`src/rtl/uart_pkg.sv`:
```
// Shared UART definitions: FSM state encoding and baud timing derivation,
// common to the receiver and the matching transmitter.
package uart_pkg;

  typedef enum logic [1:0] {IDLE, START, DATA, STOP} uart_state_e;

  function automatic int bit_cycles(int clock_freq, int baud_rate);
    return clock_freq / baud_rate;
  endfunction

  function automatic int half_cycles(int clock_freq, int baud_rate);
    return bit_cycles(clock_freq, baud_rate) / 2;
  endfunction

endpackage

```
`src/rtl/uart_receiver_if.sv`:
```
// Byte stream from the UART receiver to its consumer, plus error pulses.
interface uart_receiver_if;
  logic [7:0] data_out;
  logic       data_out_valid;
  logic       data_out_ready;
  logic       frame_error;
  logic       overrun;

  modport master (output data_out, data_out_valid, frame_error, overrun,
                  input  data_out_ready);
  modport slave  (input  data_out, data_out_valid, frame_error, overrun,
                  output data_out_ready);
endinterface

```
`src/rtl/synchronizer.sv`:
```
// Two-flop synchronizer for asynchronous inputs; resets to RST_VAL.
module synchronizer #(
  parameter int             WIDTH   = 1,
  parameter logic [WIDTH-1:0] RST_VAL = '1
) (
  input  logic             clk,
  input  logic             rst,
  input  logic [WIDTH-1:0] d,
  output logic [WIDTH-1:0] q
);
  logic [WIDTH-1:0] meta;

  always_ff @(posedge clk) begin
    if (rst) begin
      meta <= RST_VAL;
      q    <= RST_VAL;
    end else begin
      meta <= d;
      q    <= meta;
    end
  end
endmodule

```
`src/rtl/uart_receiver.sv`:
```
// 8N1 UART receiver: mid-bit sampling, one-byte holding register with
// valid/ready handoff, frame-error and overrun pulses.
module uart_receiver
  import uart_pkg::*;
#(
  parameter int CLOCK_FREQ = 50_000_000,
  parameter int BAUD_RATE  = 115_200
) (
  input  logic              clk,
  input  logic              rst,
  input  logic              serial_in,
  uart_receiver_if.master   rx
);
  localparam int BIT_CYCLES  = bit_cycles(CLOCK_FREQ, BAUD_RATE);
  localparam int HALF_CYCLES = half_cycles(CLOCK_FREQ, BAUD_RATE);
  localparam int CNT_W       = $clog2(BIT_CYCLES) + 1;
  localparam logic [CNT_W-1:0] BIT_LAST  = CNT_W'(BIT_CYCLES - 1);
  localparam logic [CNT_W-1:0] HALF_LAST = CNT_W'(HALF_CYCLES - 1);

  logic             rx_sync;
  uart_state_e      state, state_n;
  logic [CNT_W-1:0] cnt, cnt_n;
  logic [2:0]       bit_idx, bit_idx_n;
  logic [7:0]       shreg, shreg_n;
  logic             armed, armed_n;
  logic [1:0]       settle;
  logic             byte_done, stop_err;

  synchronizer #(.WIDTH(1), .RST_VAL(1'b1)) u_sync (
    .clk (clk),
    .rst (rst),
    .d   (serial_in),
    .q   (rx_sync)
  );

  // Start detection needs a genuine high first: after reset the synchronizer
  // still holds its reset value for two cycles, and after a framing error
  // (e.g. a break) the line must return high before the next start.
  always_comb begin
    state_n   = state;
    cnt_n     = cnt + 1'b1;
    bit_idx_n = bit_idx;
    shreg_n   = shreg;
    armed_n   = armed;
    byte_done = 1'b0;
    stop_err  = 1'b0;
    case (state)
      IDLE: begin
        cnt_n = '0;
        if (!rx_sync && armed)          state_n = START;
        else if (rx_sync && settle[1])  armed_n = 1'b1;
      end
      START: if (cnt == HALF_LAST) begin
        cnt_n     = '0;
        bit_idx_n = '0;
        state_n   = rx_sync ? IDLE : DATA;
      end
      DATA: if (cnt == BIT_LAST) begin
        cnt_n     = '0;
        shreg_n   = {rx_sync, shreg[7:1]};
        bit_idx_n = bit_idx + 3'd1;
        if (bit_idx == 3'd7) state_n = STOP;
      end
      STOP: if (cnt == BIT_LAST) begin
        cnt_n   = '0;
        state_n = IDLE;
        if (rx_sync) byte_done = 1'b1;
        else begin
          stop_err = 1'b1;
          armed_n  = 1'b0;
        end
      end
      default: state_n = IDLE;
    endcase
  end

  always_ff @(posedge clk) begin
    if (rst) begin
      state             <= IDLE;
      cnt               <= '0;
      bit_idx           <= '0;
      shreg             <= '0;
      armed             <= 1'b0;
      settle            <= '0;
      rx.data_out       <= '0;
      rx.data_out_valid <= 1'b0;
      rx.frame_error    <= 1'b0;
      rx.overrun        <= 1'b0;
    end else begin
      state          <= state_n;
      cnt            <= cnt_n;
      bit_idx        <= bit_idx_n;
      shreg          <= shreg_n;
      armed          <= armed_n;
      settle         <= {settle[0], 1'b1};
      rx.frame_error <= stop_err;
      rx.overrun     <= 1'b0;
      // A completing byte may replace the held one only if it leaves this cycle.
      if (byte_done) begin
        if (!rx.data_out_valid || rx.data_out_ready) begin
          rx.data_out       <= shreg;
          rx.data_out_valid <= 1'b1;
        end else begin
          rx.overrun <= 1'b1;
        end
      end else if (rx.data_out_valid && rx.data_out_ready) begin
        rx.data_out_valid <= 1'b0;
      end
    end
  end
endmodule

```
`src/flat_wrapper.sv`:
```
// flat-port wrapper written by rule: the top's interface ports become plain ports
module uart_receiver_flat import uart_pkg::*;
#(
  parameter int CLOCK_FREQ = 50_000_000,
  parameter int BAUD_RATE  = 115_200
)
  (clk, rst, serial_in, rx_data_out, rx_data_out_valid, rx_frame_error, rx_overrun, rx_data_out_ready);
  uart_receiver_if rx_i ();
  input  logic clk;
  input  logic rst;
  input  logic serial_in;
  output wire logic [$bits(rx_i.data_out)-1:0] rx_data_out;
  output wire logic [$bits(rx_i.data_out_valid)-1:0] rx_data_out_valid;
  output wire logic [$bits(rx_i.frame_error)-1:0] rx_frame_error;
  output wire logic [$bits(rx_i.overrun)-1:0] rx_overrun;
  input wire logic [$bits(rx_i.data_out_ready)-1:0] rx_data_out_ready;
  assign rx_data_out = rx_i.data_out;
  assign rx_data_out_valid = rx_i.data_out_valid;
  assign rx_frame_error = rx_i.frame_error;
  assign rx_overrun = rx_i.overrun;
  assign rx_i.data_out_ready = rx_data_out_ready;
  uart_receiver #(.CLOCK_FREQ(CLOCK_FREQ), .BAUD_RATE(BAUD_RATE)) u_core (.clk(clk), .rst(rst), .serial_in(serial_in), .rx(rx_i));
endmodule
```
`config.mk`:
```
export PLATFORM = sky130hd
export DESIGN_NAME = uart_receiver_flat
export DESIGN_NICKNAME = d
export VERILOG_FILES = /design/src/rtl/uart_pkg.sv /design/src/rtl/uart_receiver_if.sv /design/src/rtl/synchronizer.sv /design/src/rtl/uart_receiver.sv /design/src/flat_wrapper.sv
export SDC_FILE = /design/constraint.sdc
export NUM_CORES = 1
export LEC_CHECK = 0
export BUFFER_PORTS_ARGS = -buffer_cell sky130_fd_sc_hd__buf_2
export CAP_MARGIN = 30
export CORE_UTILIZATION = 45
export CTS_CLUSTER_SIZE = 25
export DETAILED_ROUTE_END_ITERATION = 12
export HOLD_SLACK_MARGIN = 0.02
export PLACE_DENSITY = 0.7
export SLEW_MARGIN = 10
export SYNTH_ARGS = -nofsm -noshare
export SYNTH_HDL_FRONTEND = slang
export SYNTH_SLANG_ARGS = --single-unit
export TNS_END_PERCENT = 30
```
`constraint.sdc`:
```
create_clock -name clk -period 4.3 [get_ports clk]
set_input_delay 0.215 -clock clk [delete_from_list [all_inputs] [get_ports clk]]
set_output_delay 0.215 -clock clk [all_outputs]
set_load 0.03 [all_outputs]
```
# Word level (Yosys, flattened, before mapping)
# Index checks and enable logic that the tools add are counted.
# op_classes
n_addsub,2
eq_ne,15
muxes,27
bitwise,3
n_reduce_logical,19
# op_table
cell,n
10-bit one-hot mux with 3 select lines,1
10-bit two-way mux,2
1-bit two-way mux,13
2-bit two-way mux,6
2-bit by 1-bit != test with 1-bit output (second input constant),6
10-bit by 1-bit adder with 10-bit output (second input constant),1
10-bit by 8-bit == test with 1-bit output (second input constant),1
10-bit by 9-bit == test with 1-bit output (second input constant),1
5-bit AND reduction,2
2-bit one-hot mux with 4 select lines,1
3-bit two-way mux,2
2-bit != test (second input constant),3
3-bit one-hot mux with 2 select lines,1
2-bit AND reduction,3
2-bit nonzero test,3
2-bit == test (second input constant),2
2-bit OR reduction,2
3-bit by 1-bit adder with 3-bit output (second input constant),1
3-bit == test (second input constant),1
1-bit logical AND,3
1-bit NOT,3
3-bit AND reduction,1
3-bit OR reduction,1
2-bit by 1-bit == test with 1-bit output (second input constant),1
4 further kinds,5
# totals
regBits,39
input_bits,4

# Logic depth before layout (Yosys ltp)
# logic_depth
ltp_word,5
depth_mapped,7
mapped_depth_nobuf,6

# Hierarchy
# From an unflattened synthesis, not the netlist that was laid out.
# unflattened
hier_cells,183
hier_area_um2,1640.3
# by_module_without_submodules
mod,n_inst,cells_per_inst,area_per_inst_um2,seq_area_each_um2
uart_receiver,1,179,1587.8,740.7
synchronizer,1,4,52.6,40.0

# Least setup slack after synthesis
# No wires, ideal clock.
# synth_timing
kind,register to register
from,register u_core.cnt[2]
to,register u_core.bit_idx[1]
setup_time_ns,0.071
arrival_ns,1.899
path_slack_ns,2.331
stages_incl_launch_ff,6
path_buffers,1
synth_period_minus_slack_ns,1.969
path_cell_list,dfxtp_1 -> or3b_1 -> buf_2 -> o41a_1 -> or4_1 -> a21oi_1
# synth_between
elab_chain_cells,3
# synth_rtl
item,line,rtl
"start, declared",uart_receiver.sv:22,"logic [CNT_W-1:0] cnt, cnt_n;"
"start signal, assigned",uart_receiver.sv:91,cnt <= cnt_n;
10-bit by 9-bit == test with 1-bit output or 10-bit by 8-bit == test with 1-bit output (tied branches),"uart_receiver.sv:58, uart_receiver.sv:53",
2-bit by 1-bit != test with 1-bit output (no source line),n/a,
3-bit AND reduction (no source line) *,n/a,
"end signal, assigned",uart_receiver.sv:92,bit_idx <= bit_idx_n;
"end, declared",uart_receiver.sv:23,"logic [2:0] bit_idx, bit_idx_n;"
# Mark *: on every way between the ends. The rest lies on a longest branch, timed or not.
# A chain may end at the register's enable or synchronous reset.

# Worst setup path after layout
# layout_timing
from,register u_core.cnt[2]
to,register u_core.cnt[7]
# layout_between
elab_chain_cells,3
# layout_rtl
item,line,rtl
10-bit by 1-bit adder with 10-bit output (tied with other cells),uart_receiver.sv:41,cnt_n = cnt + 1'b1;
10-bit two-way mux (on tied branches),"uart_receiver.sv:58, uart_receiver.sv:64, uart_receiver.sv:53",
10-bit one-hot mux with 3 select lines *,uart_receiver.sv:47,case (state)
# Marked as above.

==> impl_metrics.toml <==
[final_layout]
final_util = 0.526
seq_area_um2 = 781
final_layout_size_suffix_gt1_frac = 0.129
design_area_mm2 = 0.00192
n_antenna_cell = 0
fill_cells = 349
multi_input_area_um2 = 858
nets = 214
syn2layout_area_growth_pct = 12.3

[die]
die_y_um = 63.7
die-area_mm2 = 0.00406
die_w_um = 63.7
rows = 22
start_util = 0.468
coreArea_mm2 = 0.00366
ioPinCount = 15

[clock_network]
post-cts-setup-buffers = 0
clk_path_buf_depth = 2
cts_tree = "built"
cts-resized-gates = 0
cts-root-buf = "clkbuf_8"
cts_htree_levels = 2
clk_pin_slew_ns = 0.08
cts_made_buffers = 5
holdBufCountCts = 0
cts.sinks = 39
clk_latency_ns = 0.29

[worst_setup_path]
cp.depth = 4
r2r-end = "u_core.cnt[7]"
worstPathMaxFanout = 10
worstReg2RegStart = "u_core.cnt[2]"
endpoint_kind = "flop"
start_kind = "flop"
cp.required_ns = 4.46
critical_path_buf_inv_count = 0
endpoint = "u_core.cnt[7]"
crit_type = "flop to flop"
rr_worst_depth = 4
critical_path.max_stage_delay_ns = 0.68
path_delay_family = "compound AO/OA/AOI/OAI gates"
startpoint = "u_core.cnt[2]"
worstPathCellList = "or3b_1 -> o41ai_1 -> a211o_1 -> nor2_1"
reg2reg_slack_ns = 2.12
arrival_ns = 2.34
cpMaxStageDelayCell = "o41ai_1"

[pwr]
p_seq_frac = 0.515
swShare = 0.210
total_power_uw = 717
pwr-share-clk = 0.435
p_leak_uw = 0.000750
power.density_mw_per_mm2 = 373
p_switching_uw = 151
power_frac_comb = 0.050
p_int_uw = 567
irDropWorstVdd_uv = 230

[sta]
min_period_over_period = 0.506
clock_skew_ns = 0.00673
setup-tns-final_ns = 0
setup_violations = 0
slew_headroom = 0.435
rsz0062_at_grt = "false"
post-route-min-period_ns = 2.18
fin_ws_ns = 2.12
report.final.slew_viol_count = 0
clock.fmax_mhz = 460
hold_viol = 0
worst_pin_slew_ns = 0.840

[placement]
placed_area_mm2 = 0.00181
portBuffers = 14
dp_slack_ns = 2.16
finalWeightedCongestion = 0.838
post-dp-hpwl_um = 2220

[yosys]
seq_area_frac_synth = 0.456
synth_area_leaders = "dfxtp_1, ha_1, mux2i_1"
synth_top_cell_area_share = 0.456
synth_top_family_by_area = "simple AND/OR/NAND/NOR gates"
synth-simple-area-share = 0.224
netlist_area_mm2 = 0.00171
netlist_instances = 189
yosysWarnings = 0
synthAdderAreaFrac = 0.0657
synth_edf_count = 0
synthMuxAreaShare = 0.0526
synth_top_cell_by_area = "dfxtp_1"
synth_compound_area_frac = 0.118
ys.flop_type = "dfxtp_1"
ys_async_sr_fraction = 0
synth.distinct_cells = 37
synth-xor-area-share = 0.0409
avgSynthCellArea_um2 = 9.06
yosys_register_bits = 39
synth_fp_nets = 202

[hold_path]
hold_path_class = "input port to flop"
hp-start = "serial_in"

[global_route]
grt_pass1_wl_um = 5510
grt-ovfl-total = 0
grt_usage = 0.178
grt_start_max_net_pins = 29
grt_pass1_vias = 1222
antenna_found_initial = 0

[routing]
ant_nets = 0
dr.pass1.iters = 4
routed_wl_um = 3190
first_iter_violations = 109
routedWlPerCell_um = 12.7
via_per_inst = 5.20
drc_errors = 0
route.vias.total = 1300

[status]
outcome = "complete, no violations"

[run]
maxCapViolations = 0
-- cell type report --
type,count,share of cell area
flip-flops and latches,39,0.406
multi-input cells,131,0.446
clock inverters,2,0.0182
well taps,48,0.0312
inverters,10,0.0195
repair buffers,14,0.0364
clock buffers,6,0.0429
-- metrics by stage --
step	cells	hold WS, ns
floorplan	189	0.319
global placement	242	0.399
detailed placement	242	0.399
CTS	250	0.0976
global route	250	0.0968
finish	250	0.101
-- power by group through the flow --
stage	Combinational, µW	Sequential, µW	Clock, µW
final	35.8	369	312
after global routing	39.6	370	335
after CTS	35.6	369	316
after detailed placement	35.4	378	0
after global placement	34.8	378	0
after floorplan	28.8	376	0
-- metal layers --
metal	wire length, µm	global-route usage
met1	1670	0.231
met2	1360	0.273
met3	111	0.0489
met4	44	0.0767
met5	0	0
-- sequential cells by signal, summed over array words and instances (netlist names), 2 cells and up, named ones only --
name,count
u_core.cnt,10
u_core.rx.data_out,8
u_core.shreg,8
u_core.bit_idx,3
u_core.settle,2
-- Yosys cell counts (all sizes together), types with 3 or more instances --
cell    instances
or4             3
o21ai           8
nor3            5
mux2i           9
nand3          12
o31ai           3
nand4           4
nor2           22
buf             3
ha              9
nor2b           4
clkbuf          6
inv            10
dfxtp          39
nand2           7
a21oi          13
nand2b          6
xnor2           6
-- worst min-delay path by stage --
| stage | end | slack, ns | cells after the start |
|---|---|---|---|
| finish | u_core.u_sync.meta | 0.10 | 2 |
| global route | u_core.u_sync.meta | 0.1 | 2 |
| CTS | u_core.u_sync.meta | 0.1 | 2 |
| detailed placement | u_core.u_sync.meta | 0.40 | 2 |
| global placement | u_core.u_sync.meta | 0.40 | 2 |
| floorplan | u_core.u_sync.meta | 0.32 | 1 |
-- cells in the final DEF, fill, tap and decap left out --
cell and n:
nor2b_1 4, inv_1 10, mux2i_1 9, o41a_1 1, and2_0 1, ha_1 9, nor4_1 1, nand3_1 12
o31a_1 1, dfxtp_1 39, bufinv_16 1, a21oi_1 13, nor2_1 22, clkbuf_8 6, nand3b_1 1, o311a_1 1
buf_2 14, nand2b_1 6, nand2_1 7, xnor2_1 6, nor3b_1 1, or4_1 3, o21ai_0 8, nor3_1 5
xor2_1 2, or2_2 2, or3b_1 1, o31ai_1 3, clkinv_2 1, nand4_1 4, a41oi_1 1, nand4b_1 1
o32ai_1 1, and4b_1 1, a31o_2 1, nor4_2 1, a211o_1 1, o41ai_1 1
-- cells by family (layout without fill, tap and decap cells) --
| family | after synthesis | in the layout |
|---|---|---|
| buf+inv | 19 | 32 |
| fa+ha+maj | 9 | 9 |
| xor+xnor | 8 | 8 |
| mux | 9 | 9 |
| simple gates | 73 | 73 |
| compound gates | 32 | 32 |
| flops | 39 | 39 |
Power figures use the tool's default switching activity.
